### src/rtl/triplet_sequencer.sv
// triplet_sequencer: sweeps all 8 {a,b,c} vectors into a 3-input checker and compares sum against EXPECTED
module triplet_sequencer #(
  parameter int SETTLE_CYCLES = 2,
  parameter logic [7:0] EXPECTED = 8'h82
) (
  input  logic       clk,
  input  logic       rst,
  input  logic       start,
  output logic       a,
  output logic       b,
  output logic       c,
  input  logic       sum,
  output logic       busy,
  output logic       done,
  output logic       pass,
  output logic [3:0] err_count,
  output logic [2:0] fail_vec
);
  typedef enum logic [1:0] {IDLE, DRIVE, CHECK, DONE} state_t;
  localparam logic [3:0] SC = 4'(SETTLE_CYCLES);
  state_t state, state_n;
  logic [2:0] idx, idx_n, fv_n;
  logic [3:0] cnt, cnt_n, err_n;
  logic pass_n;
  always_comb begin
    state_n = state;
    idx_n = idx;
    cnt_n = cnt;
    err_n = err_count;
    fv_n = fail_vec;
    pass_n = pass;
    case (state)
      IDLE: if (start) begin
        state_n = DRIVE;
        idx_n = 3'd0;
        cnt_n = SC;
        err_n = 4'd0;
        fv_n = 3'd0;
        pass_n = 1'b0;
      end
      DRIVE: begin
        state_n = (cnt <= 4'd1) ? CHECK : DRIVE;
        cnt_n = (cnt <= 4'd1) ? cnt : cnt - 4'd1;
      end
      CHECK: begin
        if (sum != EXPECTED[idx]) begin
          err_n = err_count + 4'd1;
          fv_n = (err_count == 4'd0) ? idx : fail_vec;
        end
        state_n = (idx == 3'd7) ? DONE : DRIVE;
        idx_n = (idx == 3'd7) ? idx : idx + 3'd1;
        cnt_n = SC;
      end
      default: begin
        state_n = IDLE;
        pass_n = (err_count == 4'd0);
      end
    endcase
  end
  // Outputs are registered from the current state, so they trail it by one cycle.
  always_ff @(posedge clk or posedge rst) begin
    if (rst) begin
      state <= IDLE;
      idx <= 3'd0;
      cnt <= 4'd0;
      err_count <= 4'd0;
      fail_vec <= 3'd0;
      pass <= 1'b0;
      {a, b, c} <= 3'd0;
      busy <= 1'b0;
      done <= 1'b0;
    end else begin
      state <= state_n;
      idx <= idx_n;
      cnt <= cnt_n;
      err_count <= err_n;
      fail_vec <= fv_n;
      pass <= pass_n;
      {a, b, c} <= (state == DRIVE || state == CHECK) ? idx : 3'd0;
      busy <= (state != IDLE);
      done <= (state == DONE);
    end
  end
endmodule

### config.mk
export PLATFORM = sky130hd
export DESIGN_NAME = triplet_sequencer
export DESIGN_NICKNAME = d
export VERILOG_FILES = /design/src/rtl/triplet_sequencer.sv
export SDC_FILE = /design/constraint.sdc
export NUM_CORES = 1
export LEC_CHECK = 0
export CAP_MARGIN = 25
export CORE_UTILIZATION = 30
export CTS_CLUSTER_DIAMETER = 50
export DETAILED_ROUTE_END_ITERATION = 10
export GPL_TIMING_DRIVEN = 0
export REMOVE_ABC_BUFFERS = 1
export SLEW_MARGIN = 20
export SYNTH_ARGS = -nofsm -noshare
export SYNTH_HDL_FRONTEND = slang
export SYNTH_SLANG_ARGS = --single-unit
### constraint.sdc
create_clock -name clk -period 1.9 [get_ports clk]
set_input_delay 0.285 -clock clk [delete_from_list [all_inputs] [get_ports clk]]
set_output_delay 0.285 -clock clk [all_outputs]
set_load 0.02 [all_outputs]
# Word-level counts from Yosys, hierarchy flattened
# Memory sizes are Yosys's and may differ from the RTL's.
# Index checks and enable logic that the tools add are counted.
[classes]
n_reduce_logical = 12
bitwise_logic = 1
magnitude_cmp = 2
n_eq_ne = 10
muxes = 20
n_addsub = 3
[op_table]
columns = ["op", "count"]
rows = [
  ["$mux 4", 4],
  ["$mux 3", 5],
  ["$pmux 3 s2", 2],
  ["$pmux 4 s3", 1],
  ["$ne 2x2->1 const B", 5],
  ["$reduce_and 3->1", 3],
  ["$pmux 4 s2", 1],
  ["$mux 2", 3],
  ["$pmux 2 s3", 1],
  ["$add 4x1->4 const B", 1],
  ["$eq 2x2->1 const B", 2],
  ["$le 4x1->1 const B", 1],
  ["$logic_not 4->1", 1],
  ["$lt 3x4->1 const B", 1],
  ["$reduce_and 4->1", 1],
  ["$reduce_bool 2->1", 2],
  ["$sub 4x1->4 const B", 1],
  ["$add 3x1->3 const B", 1],
  ["$eq 3x3->1 const B", 1],
  ["$reduce_bool 3->1", 1],
  ["$eq 2x1->1 const B", 1],
  ["$logic_not 2->1", 1],
  ["$mux 1", 2],
  ["$pmux 1 s2", 1],
  ["5 further kinds", 5],
]
[word_totals]
output_inout_bits = 13
register_bits = 22
rom_bits = 8
n_memories = 1
[mem_list]
columns = ["memory", "words", "word_bits", "rd", "rd_ports_with_merged_regs", "wr", "line", "rtl"]
rows = [
  ["(no name shown)", 8, 1, 1, 0, 0, "46", "if (sum != EXPECTED[idx]) begin"],
]

# Logic depth before layout (Yosys ltp)
# Gate-level depths: netlist of run 1.
[logic_depth]
ltp_word = 5
mapped_depth = 7
mapped_depth_nobuf = 6

# Least setup slack after synthesis of run 1
# No wires, ideal clock.
[synth_timing]
path_kind = "register to register"
from = "reg state[0]"
to = "reg err_count[2]"
path_slack_ns = 0.161
n_path_buf = 0
path_stages_with_launch = 7
required_time_ns = 1.776
t_arrival_ns = 1.615
period_less_slack_ns = 1.739
setup_ns = 0.124
cell_sequence = "dfrtp_1 inv_1 ha_1 mux2i_4 nor2_4 and4b_1 a211o_2"
[synth_between]
elab_chain_len = 3
[synth_lines]
columns = ["item", "line", "rtl"]
rows = [
  ["start, declared", "21", "state_t state, state_n;"],
  ["start signal, assigned", "73", "state <= state_n;"],
  ["$eq 2x2->1 / $logic_not 2->1 (equally long branches)", "32", "case (state)"],
  ["$ne 2x2->1 (no line) / $reduce_bool 2->1 (equally long branches)", "--", ""],
  ["$reduce_and 3->1 (no line)", "--", ""],
  ["end signal, assigned", "76", "err_count <= err_n;"],
  ["end, declared", "16", "output logic [3:0] err_count,"],
]
# Parallel ways exist; a longest one is shown, timed or not.
# A chain may end at the register's enable or synchronous reset.

# Final worst setup path of run 1
[layout_timing]
from = "reg idx[0]"
to = "reg err_count[2]"
[layout_between]
elab_chain_len = 5
[layout_lines]
columns = ["item", "line", "rtl"]
rows = [
  ["start, declared", "22", "logic [2:0] idx, idx_n, fv_n;"],
  ["start signal, assigned", "74", "idx <= idx_n;"],
  ["$mem_v2 8x1", "--", ""],
  ["$mux 1 (implied by the code)", "46", ""],
  ["$ne 1x1->1", "46", ""],
  ["$ne 2x2->1 (no line)", "--", ""],
  ["$reduce_and 3->1 (no line)", "--", ""],
]
# No other way between the ends. The select of a mux whose other input is x is not followed.

==> flow_summary.yaml, run 1 <==
timing:
  fin_crit_ns: 1.79
  fmax_mhz: 558
  worst_pin_slew_ns: 0.811
  setup_viol: 0
  drv_slew: 0
  clock_skew_ns: 0.00708
  fin_crit_sh: 0.943
  slew_headroom: 0.459
  finalHoldViolCount: 0
  hold_ws_ns: 0.476
  setup-tns-final_ns: 0
  rsz0062_at_grt: "no"
place:
  dpl-instance-area_um2: 1440
  place.gp.congestion: 0.764
  hpwl_mm: 1.81
  port_buffers: 16
routing:
  vias: 974
  drc: 0
  viasPerCell: 5.02
  drt-total-wl_mm: 2.44
  antenna_left: 0
  wire_per_inst_um: 12.6
  drtIter0Drc: 38
  drt_first_pass_iters: 4
setup_path:
  crit_type: "flip-flop to flip-flop"
  r2r_cells: 5
  r2r_end: "err_count[2]$_DFFE_PP0P_"
  r2r-start: "idx[0]$_DFFE_PP0P_"
  rrSetupSlack_ns: 0.11
  worstPathRequired_ns: 2.06
  critPathMaxFanout: 10
  cp-start-kind: "flip-flop"
  cp-end-kind: "flip-flop"
  cp.arrival_ns: 1.95
run:
  maxCapViolations: 0
power:
  pwr-share-comb: 0.507
  internal_power_uw: 1210
  leakagePower_uw: 0.000682
  power_frac_clock: 0.165
  p_sw_frac: 0.400
  switchingPower_uw: 805
  p_per_area_nw_per_um2: 1310
  ir_worst_vdd_mv: 0.358
  p_seq_frac: 0.328
die:
  core_um2: 3800
  pin_count: 17
  die_h_um: 66.2
  die-area_um2: 4390
  start_util: 0.326
  core.rowCount: 22
  die_x_um: 66.2
layout:
  diodes: 0
  syn_to_final_growth_pct: 24.4
  num-fill-cells: 355
  fin_area_um2: 1540
  seq_area_um2: 551
  layout-drive-gt1-share: 0.144
  multi_input_area_um2: 627
  fin_util: 0.405
  nNetsFinal: 162
clock_network:
  htreeDepth: 1
  cts-buffers-inserted: 3
  clockBufferDepth: 2
  clk_pin_slew_ns: 0.08
  cts_tree: "done"
  cts_hold_buffers: 0
  clk_latency_ns: 0.26
  cts-root-buf: "clkbuf_8"
  clkSinkCount: 22
grt:
  grt_pass1_vias: 969
  grt_overflow: 0
  grt_pass1_wl_mm: 4.31
  grt_antenna_before_repair: 0
  grt_max_degree: 23
  grt_util_all_layers: 0.127
logic_synthesis:
  yosysSeqAreaShare: 0.445
  yosysMostFrequentCell: "dfrtp_1"
  synth_cells: 124
  yosysWarnings: 0
  async_flop_share: 1.00
  ys_ff_latch: 22
  yosys_most_used_dff: "dfrtp_1"
  synth_area_um2: 1240
  yosys.area.top_type: "dfrtp_1"
  yosysTopAreaCellShare: 0.445
  synth_area_leaders: "dfrtp_1 44%, ha_1 11%, inv_1 4.6%, nand2_1 3.9%, o22ai_1 2.5%"
  synthTopCellsByCount: "22 x dfrtp_1, 15 x inv_1, 13 x nand2_1, 11 x ha_1, 6 x a21oi_1"
  synth.distinct_cells: 38
  synth_edf_count: 0
  avgSynthCellArea_um2: 9.98
status:
  status: "completed"
hold_path:
  hold_class: "primary input to asynchronous set/reset pin"
-- through the flow --
step | worst slack (ns) | total power (uW) | cells
after CTS | 0.0867 | 1980 | 192
after detailed placement | -0.124 | 1600 | 186
after global placement | -0.0325 | 1560 | 186
after global routing | 0.000612 | 2160 | 194
after floorplan | 0.161 | 1340 | 122
final | 0.107 | 2010 | 194
-- how the worst max path moves through the flow --
| stage | from | end | slack, ns | cells after the start |
|---|---|---|---|---|
| finish | idx[0]$_DFFE_PP0P_ | err_count[2]$_DFFE_PP0P_ | 0.11 | 5 |
| global route | idx[0]$_DFFE_PP0P_ | err_count[2]$_DFFE_PP0P_ | 0.0006 | 5 |
| CTS | state[0]$_DFFE_PP0N_ | err_count[2]$_DFFE_PP0P_ | 0.09 | 6 |
| detailed placement | idx[0]$_DFFE_PP0P_ | err_count[2]$_DFFE_PP0P_ | -0.12 | 5 |
| global placement | idx[0]$_DFFE_PP0P_ | err_count[2]$_DFFE_PP0P_ | -0.03 | 5 |
| floorplan | state[0]$_DFFE_PP0N_ | err_count[2]$_DFFE_PP0P_ | 0.16 | 6 |
-- area by class of cell --
cell class	instances	share of cell area
clock buffer	4	0.0358
timing repair buffer	20	0.124
tap	48	0.0390
sequential	22	0.358
inverter	15	0.0366
multi-input combinational	85	0.407
-- cells in the final DEF, fill, tap and decap left out, types with 2 or more instances in the layout --
cell type,count
a21oi_1,6
a31oi_1,3
and2_1,4
and3_1,2
buf_4,4
clkbuf_8,4
clkdlybuf4s50_1,16
dfrtp_1,22
ha_1,9
ha_2,2
inv_1,15
nand2_1,13
nand3_1,3
nand4_1,3
nor2_1,5
nor3_1,2
o211ai_1,3
o21ai_2,3
o22ai_1,5
or2_1,2
-- per-layer routing --
| metal | GRT usage | vias to the layer above | wire length, um |
|---|---|---|---|
| met1 | 0.149 | 465 | 1070 |
| met5 | 0 | - | 0 |
| met3 | 0.0172 | 9 | 66 |
| met4 | 0.0691 | 0 | 72 |
| met2 | 0.223 | 22 | 1240 |
| li1 | - | 478 | - |
-- power groups by stage --
stage	Sequential (uW)	Combinational (uW)	Clock [uW]
6_report	661	1020	332
5_1_grt	674	1130	362
4_1_cts	660	974	342
3_5_place_dp	667	932	0
3_3_place_gp	662	898	0
2_1_floorplan	702	634	0
-- critical path, cell delays in order (launching register included) --
cell and delay, ns:
dfrtp_1 0.49, ha_1 0.23, mux2i_1 0.12, xnor2_2 0.41, a21oi_1 0.14, a211o_2 0.31
-- flip-flops by register name, indices dropped and copies added, names as in the netlist --
register,count
cnt,4
err_count,4
fail_vec,3
idx,3
state,2
a,1
b,1
busy,1
c,1
done,1
pass,1
-- cells by family after synthesis --
group           count (synthesis)  share of synthesized area
compound gates                 30                      0.169
xor+xnor                        1                    0.00708
fa+ha+maj                      11                      0.111
buf+inv                        17                     0.0586
flops                          22                      0.445
mux                             3                     0.0354
simple gates                   40                      0.174
-- what timing repair did --
item / CTS / global route
resized for setup: 1 / 2
pin swaps: 0 / 1
setup buffers: 2 / 2
hold endpoints to repair: 0 / 0
endpoints found under the setup margin: 4 / 3
Note: power is estimated with default switching activity, not from simulation.
==> inputs of run 2 (changes only) <==
Settings changed: ABC_AREA from default to 1.
==> run 2 against run 1 <==
Effect of this change: sequential cell count is the same; hold slack gained 0.0020 ns; clock skew is essentially flat; non-clock buffer count shrank 4; sequential share of layout area grew 1.5 points; count of clock-buffer cells in the layout is the same; largest power group unchanged.
==> flow_summary.yaml, run 2 <==
timing:
  finalHoldViolCount: 0
  slew_headroom: 0.449
  worst_pin_slew_ns: 0.826
  fin_crit_ns: 1.60
  rsz0062_at_grt: "no"
  fin_crit_sh: 0.840
  fin_ws_ns: 0.303
  setup_viol: 0
  setup-tns-final_ns: 0
  fmax_mhz: 626
  clock_skew_ns: 0.00676
  drv_slew: 0
routing:
  drtIter0Drc: 64
  viasPerCell: 4.55
  wire_per_inst_um: 10.4
  drc: 0
  drt-total-wl_mm: 2.14
  antenna_left: 0
  vias: 937
  drt_first_pass_iters: 4
layout:
  nNetsFinal: 174
  final_common_cell: "nand2_1"
  final_cells: 206
  reg_top3: "cnt (4), err_count (4)"
  diodes: 0
  layout_common_cells: "36 x nand2_1, 22 x dfrtp_1, 21 x inv_1"
  num-fill-cells: 383
  layout-drive-gt1-share: 0.108
  syn_to_final_growth_pct: 22.0
  fin_util: 0.392
power:
  leakagePower_uw: 0.000753
  ir_worst_vdd_mv: 0.403
  p_per_area_nw_per_um2: 1310
logic_synthesis:
  synthTopCellsByCount: "36 x nand2_1, 22 x dfrtp_1, 21 x inv_1, 11 x ha_1, 8 x o21ai_1"
  synth_cells: 139
  synth.distinct_cells: 24
  synth_area_um2: 1210
  async_flop_share: 1.00
  ys_ff_latch: 22
  yosysWarnings: 0
  yosysTopAreaCellShare: 0.455
  synth_edf_count: 0
  yosys_most_used_dff: "dfrtp_1"
  yosysMostFrequentCell: "nand2_1"
  avgSynthCellArea_um2: 8.70
  synth_area_leaders: "dfrtp_1 46%, ha_1 11%, nand2_1 11%, inv_1 6.5%, o21ai_1 3.3%"
  yosysSeqAreaShare: 0.455
  yosys.area.top_type: "dfrtp_1"
run:
  maxCapViolations: 0
setup_path:
  r2r_end: "idx[1]$_DFFE_PP0P_"
  cp_num_buf_inv: 1
  slowest_delay_ns: 0.63
  crit_type: "flip-flop to output port"
  r2r_cells: 7
  endpoint: "err_count[2]"
  critPathMaxFanout: 5
  cp_cell_sequence: "clkdlybuf4s50_1"
  cp-end-kind: "output port"
  critPathTopFamily: "buffers and inverters"
  cp.depth: 1
  r2r-start: "idx[0]$_DFFE_PP0P_"
  cp-start-kind: "flip-flop"
  cp.arrival_ns: 1.31
  worstPathRequired_ns: 1.62
  rrSetupSlack_ns: 0.40
  slowest_stage: "clkdlybuf4s50_1"
  critPathLaunch: "err_count[2]$_DFFE_PP0P_"
clock_network:
  clk_latency_ns: 0.26
  cts_setup_buffers: 0
  clockBufferDepth: 2
  cts-root-buf: "clkbuf_8"
  htreeDepth: 1
  clkSinkCount: 22
  cts-buffers-inserted: 3
  cts_tree: "done"
  clk_pin_slew_ns: 0.08
grt:
  grt_antenna_before_repair: 0
  grt_pass1_wl_mm: 3.88
  grt_overflow: 0
  grt_max_degree: 23
  grt_util_all_layers: 0.115
  grt_pass1_vias: 930
place:
  place.gp.congestion: 0.790
  pre_cts_slack_ns: 0.232
  place_inst: 202
  hpwl_mm: 1.63
  port_buffers: 16
die:
  start_util: 0.321
  die-area_um2: 4290
  core_um2: 3770
  die_h_um: 65.5
  die_x_um: 65.5
  core.rowCount: 22
  pin_count: 17
hold_path:
  hold_class: "flip-flop to flip-flop"
status:
  status: "completed"
[run 2: area by class of cell]
type / count / area (um2) / share of cell area
clock buffer: 4 / 55.1 / 0.0373
sequential: 22 / 551 / 0.373
timing repair buffer: 16 / 160 / 0.108
tap: 48 / 60.1 / 0.0407
multi-input combinational: 92 / 561 / 0.380
inverter: 24 / 90.1 / 0.0610
[run 2: kinds of logic after synthesis]
group | Yosys count | share of synthesized area
flip-flops | 22 | 0.455
adder cells (fa/ha/maj) | 11 | 0.114
AND/OR/NAND/NOR | 57 | 0.229
buffers and inverters | 25 | 0.0838
XOR/XNOR | 2 | 0.0145
AO/OA/AOI/OAI | 22 | 0.104
[run 2: metrics by stage]
stage | area [um2] | total power [uW] | hold WS, ns
after floorplan | 1200 | 1360 | 0.274
after global placement | 1420 | 1580 | 0.456
after detailed placement | 1420 | 1620 | 0.466
after CTS | 1470 | 1960 | 0.487
after global routing | 1480 | 2110 | 0.505
final | 1480 | 1940 | 0.478
[run 2: repair_timing]
item / in CTS / in global routing
hold buffers: 0 / 0
setup endpoints to repair: 0 / 1
resized for setup: 0 / 1
[run 2: worst min path at each step]
| stage | startpoint | end | depth (start not counted) |
|---|---|---|---|
| floorplan | rst | a$_DFF_PP0_ | 1 |
| global placement | fail_vec[0]$_DFFE_PP0P_ | fail_vec[0]$_DFFE_PP0P_ | 2 |
| detailed placement | fail_vec[2]$_DFFE_PP0P_ | fail_vec[2]$_DFFE_PP0P_ | 2 |
| CTS | fail_vec[2]$_DFFE_PP0P_ | fail_vec[2]$_DFFE_PP0P_ | 2 |
| global route | fail_vec[2]$_DFFE_PP0P_ | fail_vec[2]$_DFFE_PP0P_ | 2 |
| finish | fail_vec[2]$_DFFE_PP0P_ | fail_vec[2]$_DFFE_PP0P_ | 2 |
[run 2: report_power, final]
part / switching (uW) / internal, uW / leakage, uW / total (uW)
logic: 587 / 354 / 0.000432 / 941
clock network: 147 / 184 / 0.0000288 / 332
registers: 84.4 / 580 / 0.000292 / 665
total: 819 / 1120 / 0.000753 / 1940
[run 2: per-layer routing]
layer | vias up | wire [um] | global-route usage
li1 | 482 | - | -
met1 | 436 | 1010 | 0.143
met2 | 17 | 1050 | 0.206
met3 | 2 | 51 | 0.00521
met4 | 0 | 31 | 0.0489
met5 | - | 0 | 0
